--- src/rtl/mioc_pkg.sv ---
// Shared constants for the mioc flop bank: set/reset priority encoding,
// default sizing, and the per-channel next-state resolution helper.
package mioc_pkg;

    // Encoding of the RST_PRIO parameter
    localparam int PRIO_RESET = 1;
    localparam int PRIO_SET   = 0;

    // Default sizing
    localparam int NCH_DEF = 8;
    localparam int CW_DEF  = 8;

    // Next q for one channel given its set/reset events and priority bit.
    // On a simultaneous set and reset the result is the inverse of prio_bit.
    function automatic logic resolve_q(
        input logic q_cur,
        input logic set_ev,
        input logic rst_ev,
        input logic prio_bit
    );
        if (set_ev && rst_ev) begin
            return ~prio_bit;
        end else if (set_ev) begin
            return 1'b1;
        end else if (rst_ev) begin
            return 1'b0;
        end
        return q_cur;
    endfunction

endpackage

--- src/rtl/mioc_flop_chan.sv ---
// One set/reset flop channel: optional input synchronizer, edge detection,
// set/reset priority resolution, q register and registered change flag.
// Build option: define MIOC_FLOP_BANK_SYNC_EN to insert a 2-flop
// synchronizer on every event input (event-to-q latency becomes 3 clocks).
module mioc_flop_chan
    import mioc_pkg::*;
#(
    parameter int RST_PRIO  = PRIO_RESET,
    parameter bit QINIT_BIT = 1'b0
) (
    input  logic clk,
    input  logic rst,
    input  logic set_raw,
    input  logic rpe_raw,
    input  logic rne_raw,
    output logic q,
    output logic q_next,
    output logic chg
);

    localparam logic PRIO_BIT = RST_PRIO[0];

    logic set_s;
    logic rpe_s;
    logic rne_s;

`ifdef MIOC_FLOP_BANK_SYNC_EN
    logic [1:0] set_sync;
    logic [1:0] rpe_sync;
    logic [1:0] rne_sync;

    // Two-stage synchronizers; preloaded with the raw level so reset exit is quiet
    always_ff @(posedge clk) begin
        if (rst) begin
            set_sync <= {set_raw, set_raw};
            rpe_sync <= {rpe_raw, rpe_raw};
            rne_sync <= {rne_raw, rne_raw};
        end else begin
            set_sync <= {set_sync[0], set_raw};
            rpe_sync <= {rpe_sync[0], rpe_raw};
            rne_sync <= {rne_sync[0], rne_raw};
        end
    end

    assign set_s = set_sync[1];
    assign rpe_s = rpe_sync[1];
    assign rne_s = rne_sync[1];
`else
    assign set_s = set_raw;
    assign rpe_s = rpe_raw;
    assign rne_s = rne_raw;
`endif

    logic set_prev;
    logic rpe_prev;
    logic rne_prev;
    logic set_ev;
    logic rst_ev;

    // Previous-value registers; reset captures the current level so no event fires after reset
    always_ff @(posedge clk) begin
        if (rst) begin
            set_prev <= set_raw;
            rpe_prev <= rpe_raw;
            rne_prev <= rne_raw;
        end else begin
            set_prev <= set_s;
            rpe_prev <= rpe_s;
            rne_prev <= rne_s;
        end
    end

    // Edge detection and next-state resolution
    always_comb begin
        set_ev = set_s & ~set_prev;
        rst_ev = (rpe_s & ~rpe_prev) | (~rne_s & rne_prev);
        q_next = resolve_q(q, set_ev, rst_ev, PRIO_BIT);
    end

    // Flop state and one-cycle change flag; reset-induced changes raise no flag
    always_ff @(posedge clk) begin
        if (rst) begin
            q   <= QINIT_BIT;
            chg <= 1'b0;
        end else begin
            q   <= q_next;
            chg <= q_next ^ q;
        end
    end

endmodule

--- src/rtl/mioc_flop_bank.sv ---
// Bank of NCH independent edge-triggered set/reset flops with a shared
// saturating transition counter.
// Build option: define MIOC_FLOP_BANK_SYNC_EN to synchronize every event
// input through two flops (event-to-q latency 3 clocks instead of 1).
module mioc_flop_bank
    import mioc_pkg::*;
#(
    parameter int NCH      = NCH_DEF,
    parameter int RST_PRIO = PRIO_RESET,
    parameter bit QINIT    = 1'b0,
    parameter int CW       = CW_DEF
) (
    input  logic           clk,
    input  logic           rst,
    input  logic [NCH-1:0] set_i,
    input  logic [NCH-1:0] rpe_i,
    input  logic [NCH-1:0] rne_i,
    input  logic           cnt_clr_i,
    output logic [NCH-1:0] q,
    output logic [NCH-1:0] qbar,
    output logic [NCH-1:0] chg_o,
    output logic [CW-1:0]  evt_cnt_o
);

    // Popcount width covers up to 32 channels changing at once
    localparam int PW = 6;
    localparam int SW = CW + PW;

    logic [NCH-1:0] q_next;
    logic [PW-1:0]  pop;

    for (genvar i = 0; i < NCH; i++) begin : g_chan
        mioc_flop_chan #(
            .RST_PRIO  (RST_PRIO),
            .QINIT_BIT (QINIT)
        ) u_chan (
            .clk     (clk),
            .rst     (rst),
            .set_raw (set_i[i]),
            .rpe_raw (rpe_i[i]),
            .rne_raw (rne_i[i]),
            .q       (q[i]),
            .q_next  (q_next[i]),
            .chg     (chg_o[i])
        );
    end

    assign qbar = ~q;

    // Saturating add of this cycle's transition count onto the counter
    function automatic logic [CW-1:0] sat_add(input logic [CW-1:0] a, input logic [PW-1:0] b);
        logic [SW-1:0] s;
        s = SW'(a) + SW'(b);
        if (s > SW'({CW{1'b1}})) begin
            return {CW{1'b1}};
        end
        return s[CW-1:0];
    endfunction

    // Number of channels whose q changes on the coming edge
    always_comb begin
        pop = '0;
        for (int i = 0; i < NCH; i++) begin
            pop = pop + PW'(q_next[i] ^ q[i]);
        end
    end

    // Event counter; clear takes precedence over that cycle's increment
    always_ff @(posedge clk) begin
        if (rst || cnt_clr_i) begin
            evt_cnt_o <= '0;
        end else begin
            evt_cnt_o <= sat_add(evt_cnt_o, pop);
        end
    end

endmodule

--- config.mk ---
export PLATFORM = sky130hd
export DESIGN_NAME = mioc_flop_bank
export DESIGN_NICKNAME = d
export VERILOG_FILES = /design/src/rtl/mioc_pkg.sv /design/src/rtl/mioc_flop_chan.sv /design/src/rtl/mioc_flop_bank.sv
export SDC_FILE = /design/constraint.sdc
export NUM_CORES = 1
export LEC_CHECK = 0
export BUFFER_PORTS_ARGS = -buffer_cell sky130_fd_sc_hd__buf_2
export CORE_MARGIN = 3
export CORE_UTILIZATION = 45
export DETAILED_ROUTE_END_ITERATION = 10
export GPL_TIMING_DRIVEN = 0
export PLACE_DENSITY_LB_ADDON = 0.3
export SLEW_MARGIN = 15
export SYNTH_ARGS = -nofsm -noshare
export SYNTH_HDL_FRONTEND = slang
export SYNTH_SLANG_ARGS = --single-unit
--- constraint.sdc ---
create_clock -name clk -period 4.1 [get_ports clk]
set_input_delay 1.025 -clock clk [delete_from_list [all_inputs] [get_ports clk]]
set_output_delay 1.025 -clock clk [all_outputs]
set_load 0.05 [all_outputs]
### Word level (Yosys, flattened, before mapping)

Index checks and enable logic that the tools add are counted.

| word-level totals | value |
|---|---|
| flip-flop bits (word level) | 48 |
| bits of input ports | 27 |
| output and inout port bits | 32 |
| word-level logic and storage cells | 192 |

| operators by class | value |
|---|---|
| $add $sub $neg | 8 |
| magnitude comparators | 1 |
| muxes and demuxes | 60 |
| bitwise logic cells | 73 |
| reduce and logical (&&, ||, !) cells | 9 |

Operator list:

| kind | count |
|---|---|
| $mux 1 | 58 |
| $and 1x1->1 | 24 |
| $not 1->1 | 24 |
| $mux 8 | 2 |
| $xor 1x1->1 | 16 |
| $add 6x1->6 | 2 |
| $add 8x6->9 | 1 |
| $gt 9x8->1 const B | 1 |
| $logic_and 1x1->1 | 8 |
| $not 8->8 | 1 |
| $or 1x1->1 | 8 |
| $add 5x1->6 | 1 |
| $add 4x1->5 | 1 |
| $add 3x1->4 | 1 |
| $add 2x1->3 | 1 |
| $add 1x1->2 | 1 |
| $logic_or 1x1->1 | 1 |

### Longest topological paths before layout

Gate-level depths: netlist of the first run.

| logic depth | value |
|---|---|
| depth in word-level cells | 20 |
| mapped depth | 13 |
| gate-level depth less buffers | 13 |

### Hierarchy

A second synthesis of the first run with hierarchy kept.

| second synthesis, totals | value |
|---|---|
| cell total of the unflattened synthesis | 207 |
| area, all modules | 2,006.9 um^2 |

By module, submodules not included:

| module | instances | cells an instance | area each (um^2) | seq. area each (um^2) |
|---|---|---|---|---|
| mioc_flop_chan | 8 | 16 | 162.7 | 100.1 |
| mioc_flop_bank | 1 | 79 | 705.7 | 160.2 |

### Worst setup path after synthesis of the first run

No wires, ideal clock.

| timing path | value |
|---|---|
| path type | input port to flip-flop |
| from | input rpe_i[2] |
| to | register evt_cnt_o[6] |
| library setup time | 123 ps |
| arrival time | 4,272 ps |
| data required time | 3,977 ps |
| setup slack | -295 ps |
| stages | 12 |
| buffers on the path | 0 |
| path through | inv_1 o22ai_1 mux2i_1 fa_1 fa_1 fa_1 fa_1 fa_1 nor2b_4 o21a_4 o211ai_1 mux2i_1 |

| on the way | value |
|---|---|
| word-level cells in the longest chain between the ends | 18 |
| elaborated cells between the ends (all ways) | 20 |
| classes of those cells | add/sub (7); order compare (1); mux (8); bitwise (3); reduce/logical (1) |

RTL lines:

| what | RTL line | source |
|---|---|---|
| start, declared | mioc_flop_bank.sv:16 | `input logic [NCH-1:0] rpe_i,` |
| $and 1x1->1 * | mioc_flop_chan.sv:76 | `rst_ev = (rpe_s & ~rpe_prev) \| (~rne_s & rne_prev);` |
| $or 1x1->1 * | mioc_flop_chan.sv:76 |  |
| $mux 1 | mioc_pkg.sv:25 | `end else if (rst_ev) begin` |
| $mux 1 | mioc_pkg.sv:23 | `end else if (set_ev) begin` |
| $mux 1 | mioc_pkg.sv:21 | `if (set_ev && rst_ev) begin` |
| $mux 1 * | mioc_pkg.sv:28 | `return q_cur;` |
| $xor 1x1->1 * | mioc_flop_bank.sv:64 | `pop = pop + PW'(q_next[i] ^ q[i]);` |
| $add 2x1->3 * | mioc_flop_bank.sv:64 |  |
| $add 3x1->4 * | mioc_flop_bank.sv:64 |  |
| $add 4x1->5 * | mioc_flop_bank.sv:64 |  |
| $add 5x1->6 * | mioc_flop_bank.sv:64 |  |
| $add 6x1->6 * (2 in a row) | mioc_flop_bank.sv:64 |  |
| $add 8x6->9 * | mioc_flop_bank.sv:53 | `s = SW'(a) + SW'(b);` |
| $gt 9x8->1 | mioc_flop_bank.sv:54 | `if (s > SW'({CW{1'b1}})) begin` |
| $mux 1 | mioc_flop_bank.sv:54 |  |
| $mux 1 | mioc_flop_bank.sv:70 | `if (rst \|\| cnt_clr_i) begin` |
| $mux 8 * | mioc_flop_bank.sv:57 | `return s[CW-1:0];` |
| end signal, assigned | mioc_flop_bank.sv:73 | `evt_cnt_o <= sat_add(evt_cnt_o, pop);` |
| end, declared | mioc_flop_bank.sv:22 | `output logic [CW-1:0] evt_cnt_o` |

Mark *: on every way between the ends. The rest lies on a longest branch, timed or not. The select of a mux whose other input is x is not followed.
A chain may end at the register's enable or synchronous reset.

### Final worst setup path of the first run

| timing path | value |
|---|---|
| from | input rpe_i[0] |
| to | register evt_cnt_o[7] |

| on the way | value |
|---|---|
| word-level cells in the longest chain between the ends | 19 |
| elaborated cells between the ends (all ways) | 21 |
| classes of those cells | add/sub (8); order compare (1); mux (8); bitwise (3); reduce/logical (1) |

RTL lines:

| what | RTL line |
|---|---|
| $and 1x1->1 * | mioc_flop_chan.sv:76 |
| $or 1x1->1 * | mioc_flop_chan.sv:76 |
| $mux 1 | mioc_pkg.sv:25 |
| $mux 1 | mioc_pkg.sv:23 |
| $mux 1 | mioc_pkg.sv:21 |
| $mux 1 * | mioc_pkg.sv:28 |
| $xor 1x1->1 * | mioc_flop_bank.sv:64 |
| $add 1x1->2 * | mioc_flop_bank.sv:64 |
| (+2 left out) | n/a |
| $add 4x1->5 * | mioc_flop_bank.sv:64 |
| $add 5x1->6 * | mioc_flop_bank.sv:64 |
| $add 6x1->6 * (2 in a row) | mioc_flop_bank.sv:64 |
| $add 8x6->9 * | mioc_flop_bank.sv:53 |
| $gt 9x8->1 | mioc_flop_bank.sv:54 |
| $mux 1 | mioc_flop_bank.sv:54 |
| $mux 1 | mioc_flop_bank.sv:70 |
| $mux 8 * | mioc_flop_bank.sv:57 |

Marks and branches as above.

==> impl_metrics.py, run 1 <==
metrics = {
    "hold_path": {
        "min_to": "evt_cnt_o[6]",
        "hold_path_class": "flop to flop",
        "min_from": "evt_cnt_o[6]",
        "min_path_cells": 2,
    },
    "routing": {
        "detail_route.wl_per_cell_um": 11.49,
        "num_vias": 1485,
        "wirelength_um": 3665,
        "vias_per_cell": 4.655,
        "drc": 0,
        "firstDrtPassIters": 4,
        "drtAntennaViolNets": 0,
        "drt_iter0_drc": 15,
    },
    "floorplanning": {
        "die-area_mm2": 0.005176,
        "rows": 23,
        "die_w_um": 71.95,
        "pin_count": 59,
        "die_h_um": 71.95,
        "initial_core_util_pct": 47.89,
        "core_mm2": 0.004086,
    },
    "finish": {
        "syn_to_final_growth_pct": 28.96,
        "layout_commonest_cell": "buf_2",
        "utilization_pct": 61.76,
        "drive_gt1_share_pct": 36.80,
        "most-common-layout-cells": "buf_2 (55), dfxtp_1 (48), inv_1 (37)",
        "ff_latch_area_um2": 960.9,
        "final_area_mm2": 0.002524,
        "multi_input_area_um2": 782.0,
        "fill_cells": 377,
        "fin_nets": 306,
        "antenna_cells": 0,
    },
    "run_status": {
        "violations": "negative setup slack",
        "status": "finished with violations",
    },
    "setup_path": {
        "crit_buf_inv": 2,
        "cpMostUsedCell": "fa_1",
        "cp_data_required_time_ns": 4.29,
        "rr_startpoint": "g_chan[0].u_chan.q",
        "crit_chain": "buf_8 > inv_6 > o22ai_4 > mux2i_2 > fa_1 > fa_1 > fa_1 > fa_2 > fa_2 > nor2b_4 > o21a_4 > or4_4 > o211a_1",
        "cp_max_fo": 6,
        "cp_top_family": "adder cells",
        "regToRegEndpoint": "evt_cnt_o[7]",
        "critPathCaptureType": "flop",
        "cp_slowest_cell": "fa_1",
        "cp-start-kind": "input pin",
        "reg2reg_slack_ns": 0.37,
        "r2r_cells": 12,
        "max_stage_delay_ns": 0.51,
        "arrival_ns": 4.38,
        "criticalPathCategory": "input pin to flop",
    },
    "sta": {
        "rsz0062_at_grt": "yes",
        "timing.hold.ws_ns": 0.5030,
        "max_slew_margin_pct": 66.72,
        "final_max_slew_viol_count": 0,
        "setup_slack_ns": -0.08807,
        "finalHoldViolations": 0,
        "layout_min_cycle_time_ns": 4.188,
        "worst_slew_pin_slew_ns": 0.4991,
        "fin_crit_sh_pct": 102.1,
        "final.setup_skew_ns": 0.002086,
        "max_freq_mhz": 238.8,
        "finalSetupViolCount": 1,
    },
    "yosys": {
        "synth_area_mm2": 0.001957,
        "synth_area_per_cell_um2": 9.688,
        "synth.distinct_cells": 30,
        "synth-seq-cells": 48,
        "seq_area_frac_synth_pct": 49.10,
        "syn-num-nets": 240,
        "ys_warn_count": 0,
        "syn_inst": 202,
    },
    "global_route": {
        "grt_antenna_before_repair": 0,
        "grt_overflow": 0,
        "grt_start_max_net_pins": 15,
        "grt_pass1_wl_um": 6154,
        "grt_use_total_pct": 15.14,
        "grt_pass1_vias": 1408,
    },
    "clock_network": {
        "postCtsHoldBufs": 0,
        "clk_pin_slew_ns": 0.08,
        "clock_sinks": 48,
        "worstSkewPairLatency_ns": 0.29,
        "root_buffer": "clkbuf_8",
        "cts_inserted_buffers": 5,
        "htreeDepth": 2,
        "clk_path_buf_depth": 2,
        "cts_tree": "built",
    },
    "placed_design": {
        "gp_congestion": 0.8007,
        "post_dp_cell_area_mm2": 0.002370,
        "port_buffers": 57,
        "dp_hpwl_um": 2791,
    },
    "power": {
        "clock_power_share_pct": 27.5,
        "combPwrFrac_pct": 23.8,
        "power.switching_uw": 307.9,
        "power_frac_seq_pct": 48.7,
        "intPower_uw": 725.6,
        "power_per_cell_area_mw_per_mm2": 409.6,
        "p_leak_nw": 1.284,
        "ir_worst_vdd_mv": 0.2191,
        "switching_share_pct": 29.79,
    },
    "job": {
        "cap_violations": 0,
    },
}
[logic make-up after synthesis]
family                     count (synthesis)  share of synthesized area, %
adders and majority gates                 11                         8.952
AOI/OAI and AO/OA                         33                         11.00
buffers and inverters                     59                         14.39
and+or+nand+nor                           39                         10.49
DFF                                       48                         49.10
muxes                                     11                         5.627
xor gates and xnor gates                   1                        0.4477
[state kept, by name, summed over array words and instances, names as in the netlist]
register                flops
g_chan.u_chan.chg           8
g_chan.u_chan.rpe_prev      8
g_chan.u_chan.set_prev      8
g_chan.u_chan.rne_prev      8
evt_cnt_o                   8
g_chan.u_chan.q             8
[power by group through the flow]
stage	clock network [mW]	logic [mW]	registers (mW)
2_1_floorplan	0	0.151	0.535
3_3_place_gp	0	0.225	0.514
3_5_place_dp	0	0.229	0.515
4_1_cts	0.301	0.239	0.504
5_1_grt	0.318	0.273	0.507
6_report	0.285	0.246	0.503
[layout make-up]
cell class,instances,area share (%)
sequential,48,38.08
tap,50,2.479
timing repair buffer,59,12.89
buffer,20,5.355
clock buffer,7,3.421
inverter,39,6.495
multi-input combinational,95,30.99
clock inverter,1,0.2975
[cell usage after synthesis]
library cell  instances  area, µm²
xor2_1                1      8.760
o211a_1               1      10.01
o22ai_1               9      56.30
o211ai_1              2      15.01
a21oi_1              13      65.06
mux2i_1              11      110.1
buf_4                16      120.1
or4_1                 1      7.510
nand4_1               1      6.260
o21ai_0               1      5.000
ha_1                  6      75.07
o31ai_1               1      7.510
nor2b_4               1      13.76
dfxtp_1              48      960.9
a21o_1                1      7.510
nor2b_1               3      18.77
o311a_2               1      11.26
and3_1                8      50.05
nand3_1               1      5.000
nor2_1               11      41.29
o21a_4                1      15.01
buf_1                 1      3.750
fa_1                  5      100.1
nor3_1                9      45.04
a211oi_1              1      7.510
or2_2                 1      6.260
inv_1                39      146.4
o21a_1                2      15.01
nand2_1               3      11.26
clkbuf_1              3      11.26
[per-stage QoR]
stage,std cells,worst slack [ns],total power [mW],TNS (ns)
3_5_place_dp,309,-0.5380,0.7437,-3.559
5_1_grt,319,-0.1799,1.099,-0.5098
4_1_cts,319,-0.1053,1.044,-0.1214
2_1_floorplan,202,-0.2126,0.6860,-0.8343
3_3_place_gp,309,-0.5228,0.7382,-3.374
6_report,319,-0.08807,1.034,-0.08807
[tightest hold or removal path, cell delays in order, from the launching register on]
cell and delay [ns]:
dfxtp_1 0.34, nand2_1 0.06, mux2i_1 0.05
[repair_timing]
item,4_1_cts,5_1_grt
resized for setup,6,6
endpoints found under the setup margin,8,8
pin swaps,2,3
setup buffers,2,0
[routing by layer]
metal  global-route usage (%)  vias up  routed length (µm)
met5                        0        -                   0
met4                    6.263        0                  53
met3                    4.432        5                 229
met2                    24.69       33                1775
met1                    18.77      675                1605
li1                         -      772                   -
[worst max-delay path by stage]
stage                         endpoint  slack (ns)  cells past startpoint     start
after floorplan           evt_cnt_o[7]       -0.21                     12  rpe_i[2]
after detailed placement  evt_cnt_o[7]       -0.54                     13  rpe_i[2]
final                     evt_cnt_o[7]       -0.09                     13  rpe_i[0]
after CTS                 evt_cnt_o[7]       -0.11                     13  rpe_i[2]
after global routing      evt_cnt_o[7]       -0.18                     13  rpe_i[2]
after global placement    evt_cnt_o[7]       -0.52                     13  rpe_i[2]
Note: power is estimated with default switching activity, not from simulation.
==> inputs of run 2 (changes only) <==
clock period = 3.7 ns   (was 4.1 ns; I/O delays follow)
==> impl_metrics.py, run 2 (synthesis results as in run 1) <==
metrics = {
    "hold_path": {
        "hold_path_class": "flop to flop",
        "min_from": "evt_cnt_o[6]",
        "min_to": "evt_cnt_o[6]",
        "min_path_cells": 2,
    },
    "setup_path": {
        "r2r_cells": 12,
        "cp-startpoint": "rpe_i[2]",
        "arrival_ns": 4.27,
        "cp_data_required_time_ns": 3.89,
        "regToRegEndpoint": "evt_cnt_o[7]",
        "criticalPathCategory": "input pin to flop",
        "rr_startpoint": "g_chan[0].u_chan.q",
        "critPathCaptureType": "flop",
        "cp-start-kind": "input pin",
        "reg2reg_slack_ns": -0.03,
        "cp_max_fo": 6,
    },
    "sta": {
        "rsz0062_at_grt": "yes",
        "setup_slack_ns": -0.3842,
        "finalSetupViolCount": 8,
        "final.setup_skew_ns": 0.002202,
        "max_freq_mhz": 244.8,
        "final_max_slew_viol_count": 0,
        "worst_slew_pin_slew_ns": 0.6062,
        "fin_crit_sh_pct": 110.4,
        "finalHoldViolations": 0,
        "layout_min_cycle_time_ns": 4.084,
        "max_slew_margin_pct": 59.24,
    },
    "floorplanning": {
        "die_w_um": 71.95,
        "die-area_mm2": 0.005176,
        "core_mm2": 0.004086,
        "rows": 23,
        "die_h_um": 71.95,
        "pin_count": 59,
        "initial_core_util_pct": 47.89,
    },
    "clock_network": {
        "clk_path_buf_depth": 2,
        "clock_sinks": 48,
        "cts_tree": "built",
        "htreeDepth": 2,
        "postCtsHoldBufs": 0,
        "cts_inserted_buffers": 5,
        "clk_pin_slew_ns": 0.08,
        "root_buffer": "clkbuf_8",
        "worstSkewPairLatency_ns": 0.29,
    },
    "finish": {
        "most-common-layout-cells": "buf_2 (55), dfxtp_1 (48), inv_1 (37)",
        "fin_nets": 308,
        "antenna_cells": 0,
        "layout_commonest_cell": "buf_2",
        "final_area_mm2": 0.002542,
        "drive_gt1_share_pct": 37.27,
        "syn_to_final_growth_pct": 29.92,
        "utilization_pct": 62.22,
        "instances_no_fill": 321,
    },
    "placed_design": {
        "post_dp_cell_area_mm2": 0.002370,
        "gp_congestion": 0.8007,
        "dp_hpwl_um": 2791,
        "port_buffers": 57,
        "dp_cells": 309,
    },
    "routing": {
        "vias_per_cell": 4.676,
        "drt_iter0_drc": 20,
        "drtAntennaViolNets": 0,
        "drc": 0,
        "firstDrtPassIters": 4,
        "wirelength_um": 3648,
        "num_vias": 1501,
        "detail_route.wl_per_cell_um": 11.36,
    },
    "power": {
        "intPower_uw": 803.3,
        "p_leak_nw": 1.302,
        "ir_worst_vdd_mv": 0.2424,
        "power.switching_uw": 338.9,
        "clock_power_share_pct": 27.6,
        "power_per_cell_area_mw_per_mm2": 449.2,
        "switching_share_pct": 29.67,
        "combPwrFrac_pct": 23.6,
        "power_frac_seq_pct": 48.8,
    },
    "global_route": {
        "grt_use_total_pct": 15.29,
        "grt_overflow": 0,
        "grt_pass1_wl_um": 6230,
        "grt_start_max_net_pins": 15,
        "grt_pass1_vias": 1424,
        "grt_antenna_before_repair": 0,
    },
    "run_status": {
        "status": "finished with violations",
        "violations": "negative setup slack",
    },
    "job": {
        "cap_violations": 0,
    },
}
==> run 2: cell count changes in the layout (fill, tap and decap cells not counted) <==
| cell | delta |
|---|---|
| o31ai_2 | -1 |
| a211oi_2 | +1 |
| a211oi_1 | -1 |
| buf_6 | +1 |
| o31ai_1 | +1 |
| buf_4 | +1 |
==> run 2: layout make-up <==
cell class              instances  area, µm²
plain buffers                  20      135.1
clock buffers                   7      86.33
clock inverters                 1      7.507
fillers                       373       1544
inverters                      39      163.9
multi-input cells              95      782.0
flip-flops and latches         48      960.9
well taps                      50      62.56
repair buffers                 61      344.1
==> run 2: worst max path at each step <==
stage                        end  slack [ns]  depth (start not counted)
floorplan           evt_cnt_o[7]       -0.51                         12
global placement    evt_cnt_o[7]       -0.82                         13
detailed placement  evt_cnt_o[7]       -0.84                         13
CTS                 evt_cnt_o[7]       -0.39                         13
global route        evt_cnt_o[7]       -0.48                         13
finish              evt_cnt_o[7]       -0.38                         13
==> run 2: worst max-delay path, cell delays in order <==
cell     delay [ns]
buf_12         0.09
inv_12         0.03
o22ai_4        0.17
mux2i_2        0.29
fa_1           0.44
fa_1           0.46
fa_1           0.51
fa_2           0.22
fa_2           0.24
nor2b_4        0.04
o21a_4         0.21
or4_4          0.50
o211a_1        0.13
==> run 2: repair_timing <==
item	4_1_cts	5_1_grt
pin swaps	4	2
gates resized for setup	7	6
setup endpoints to repair	8	8
buffers inserted	4	0
==> run 2: per-stage QoR <==
stage	setup slack [ns]	hold WS (ns)	total power [mW]	TNS, ns
2_1_floorplan	-0.5126	0.5076	0.7601	-3.234
3_3_place_gp	-0.8228	0.4920	0.8180	-5.774
3_5_place_dp	-0.8380	0.5007	0.8241	-5.959
4_1_cts	-0.3936	0.5139	1.157	-2.610
5_1_grt	-0.4750	0.5714	1.216	-3.309
6_report	-0.3842	0.5073	1.142	-2.514
==> run 2: per-layer routing <==
layer | global-route usage [%] | vias to the layer above | share of wire [%]
met2 | 24.90 | 36 | 49
li1 | - | 776 | -
met3 | 4.432 | 5 | 6.6
met1 | 19.03 | 684 | 43
met5 | 0 | - | 0
met4 | 6.263 | 0 | 1.5
==> run 2: power by group through the flow <==
stage	Sequential, mW	Combinational, mW	Clock (mW)
global route	0.562	0.301	0.353
finish	0.558	0.269	0.315
detailed placement	0.570	0.254	0
global placement	0.569	0.249	0
CTS	0.558	0.265	0.333
floorplan	0.593	0.167	0
==> inputs of run 3 (changes only) <==
CORE_UTILIZATION = 46   (was 45)
SYNTH_HIERARCHICAL = 1   (was not set)
==> impl_metrics.py, run 3 <==
metrics = {
    "run_status": {
        "status": "finished with violations",
        "violations": "negative setup slack",
    },
    "yosys": {
        "yosys-top-cells-count": "dfxtp_1 (48), inv_1 (40), nor2_1 (17), a21oi_1 (15)",
        "synth_edf_count": 0,
        "synth_area_per_cell_um2": 9.695,
        "yosysTopAreaCell": "dfxtp_1",
        "synth-seq-cells": 48,
        "synth.most_common_cell": "dfxtp_1",
        "synth.distinct_cells": 31,
        "ys_top_cells_by_area": "dfxtp_1 (48%), inv_1 (7.5%), fa_1 (5.0%), o22ai_2 (5.0%), mux2i_1 (4.0%)",
        "synth_area_mm2": 0.002007,
        "ys.flop_type": "dfxtp_1",
        "synth_top_area_share_pct": 47.88,
        "seq_area_frac_synth_pct": 47.88,
        "syn-num-nets": 245,
        "syn_inst": 207,
        "ys_warn_count": 6,
        "synthArstFlopShare_pct": 0,
    },
    "power": {
        "p_total_mw": 1.357,
        "switching_share_pct": 33.19,
        "ir_worst_vdd_mv": 0.2226,
        "power_per_cell_area_mw_per_mm2": 523.8,
        "p_leak_nw": 1.264,
        "combPwrFrac_pct": 30.2,
        "intPower_uw": 906.7,
        "clock_power_share_pct": 27.7,
        "power.switching_uw": 450.4,
        "power_frac_seq_pct": 42.1,
    },
    "clock_network": {
        "cts_inserted_buffers": 5,
        "worstSkewPairLatency_ns": 0.30,
        "clk_pin_slew_ns": 0.09,
        "htreeDepth": 2,
        "clock_sinks": 48,
        "clk_path_buf_depth": 2,
        "postCtsHoldBufs": 0,
        "cts_tree": "built",
        "root_buffer": "clkbuf_8",
    },
    "finish": {
        "fin_nets": 316,
        "most-common-layout-cells": "buf_2 (56), dfxtp_1 (48), inv_1 (38)",
        "antenna_cells": 0,
        "instances_no_fill": 329,
        "drive_gt1_share_pct": 34.41,
        "syn_to_final_growth_pct": 29.11,
        "layout_commonest_cell": "buf_2",
    },
    "global_route": {
        "grt_antenna_before_repair": 0,
        "gr-usage-met3_pct": 4.294,
        "busiest_layer": "met2",
        "grt_pass1_wl_um": 6106,
        "gr-usage-met1_pct": 17.43,
        "grt_start_max_net_pins": 26,
        "grt_use_total_pct": 14.79,
        "use_met2_pct": 25.10,
        "grt_overflow": 0,
        "grt_pass1_vias": 1482,
    },
    "sta": {
        "tns_ns": -2.536,
        "finalHoldViolations": 0,
        "rsz0062_at_grt": "yes",
        "worst_slew_pin_slew_ns": 0.4382,
        "final_max_slew_viol_count": 0,
        "max_freq_mhz": 246.6,
        "finalSetupViolCount": 8,
        "final.setup_skew_ns": 0.004473,
        "layout_min_cycle_time_ns": 4.055,
        "fin_crit_sh_pct": 109.6,
        "setup_slack_ns": -0.3553,
        "max_slew_margin_pct": 70.79,
    },
    "routing": {
        "wirelength_um": 3692,
        "num_vias": 1585,
        "drt_iter0_drc": 62,
        "vias_per_cell": 4.818,
        "detail_route.wl_per_cell_um": 11.22,
        "firstDrtPassIters": 4,
        "drtAntennaViolNets": 0,
        "drc": 0,
    },
    "floorplanning": {
        "core_mm2": 0.004115,
        "die-area_mm2": 0.005191,
        "initial_core_util_pct": 48.77,
        "pin_count": 59,
        "rows": 23,
        "die_h_um": 72.05,
        "die_w_um": 72.05,
    },
    "setup_path": {
        "crit_chain": "buf_6 > o22ai_4 > nor2_2 > xor2_1 > fa_1 > fa_1 > inv_1 > fa_1 > inv_1 > fa_2 > inv_2 > fa_2 > nor2b_4 > o21a_1 > o21a_1 > a211oi_2",
        "critPathCaptureType": "flop",
        "cp_slowest_cell": "fa_1",
        "arrival_ns": 4.28,
        "max_stage_delay_ns": 0.50,
        "cp_top_family": "adder cells",
        "cp_data_required_time_ns": 3.93,
        "criticalPathCategory": "input pin to flop",
        "cp.depth": 16,
        "cp_max_fo": 3,
        "r2r_cells": 15,
        "cp-start-kind": "input pin",
        "cpMostUsedCell": "fa_1",
        "crit_buf_inv": 4,
    },
    "hold_path": {
        "min_path_cells": 3,
        "hold_path_class": "flop to flop",
    },
    "placed_design": {
        "port_buffers": 58,
        "dp_hpwl_um": 2724,
        "gp_congestion": 0.7582,
        "dp_cells": 315,
        "post-place-ws_ns": -0.7725,
    },
    "job": {
        "cap_violations": 0,
    },
}
-- run 3: path summary, 6_finish.rpt --
| path | slack (ns) | from | to |
|---|---|---|---|
| worst max-delay path | -0.36 | rne_i[2] | evt_cnt_o[4] |
| worst max register to register | -0.04 | g_chan[2].u_chan/q | evt_cnt_o[4] |
| worst min-delay path | 0.51 | g_chan[6].u_chan/set_prev | g_chan[6].u_chan/chg |
| worst min register to register | 0.51 | g_chan[6].u_chan/set_prev | g_chan[6].u_chan/chg |
-- run 3: area by class of cell --
cell class,count,area (µm²)
Tap cell,50,62.56
Multi-Input combinational cell,117,943.4
Clock buffer,5,68.82
Buffer,2,8.758
Fill cell,362,1524
Sequential cell,48,960.9
Clock inverter,3,42.54
Timing Repair Buffer,64,354.1
Inverter,40,150.1
-- run 3: worst min-delay path, delay by kind of cell (launching register included) --
| kind | cells | cell delay (ns) |
|---|---|---|
| buffers and inverters | 1 | 0.04 |
| multiplexers | 1 | 0.05 |
| flip-flops | 1 | 0.31 |
| AND/OR/NAND/NOR | 1 | 0.06 |
-- run 3: power by group through the flow --
stage / Clock, mW / Sequential (mW) / Combinational (mW)
floorplan: 0 / 0.658 / 0.220
global placement: 0 / 0.582 / 0.377
detailed placement: 0 / 0.584 / 0.391
CTS: 0.386 / 0.572 / 0.413
global route: 0.407 / 0.576 / 0.453
finish: 0.376 / 0.572 / 0.409
-- run 3: cell families (layout without fill, tap and decap cells) --
kind of cell / Yosys count / after routing / synth area share [%]
AND/OR/NAND/NOR: 53 / 53 / 13.53
flip-flops: 48 / 48 / 47.88
buffers and inverters: 42 / 114 / 7.917
AO/OA/AOI/OAI: 34 / 34 / 13.15
adder cells (fa/ha/maj): 11 / 11 / 8.728
XOR/XNOR: 11 / 11 / 4.800
multiplexers: 8 / 8 / 3.990
-- run 3: layer usage --
layer,share of wire (%),up-vias,wire (µm)
li1,-,815,-
met4,1.0,0,38
met2,50,36,1831
met1,44,730,1639
met5,0,-,0
met3,5.0,4,184
-- run 3: per-stage QoR --
| stage | hold slack (ns) | instance area [µm²] | utilization [%] |
|---|---|---|---|
| final | 0.5105 | 2591 | 62.97 |
| after global routing | 0.5309 | 2591 | 62.97 |
| after CTS | 0.5149 | 2570 | 62.45 |
| after detailed placement | 0.5022 | 2376 | 57.74 |
| after global placement | 0.4945 | 2376 | 57.74 |
| after floorplan | 0.4806 | 2023 | - |
-- run 3: timing repair --
item	in CTS	in global routing
setup endpoints to repair	8	8
pin swaps	7	3
setup buffers	6	0
gates cloned	0	0
resized for setup	7	4
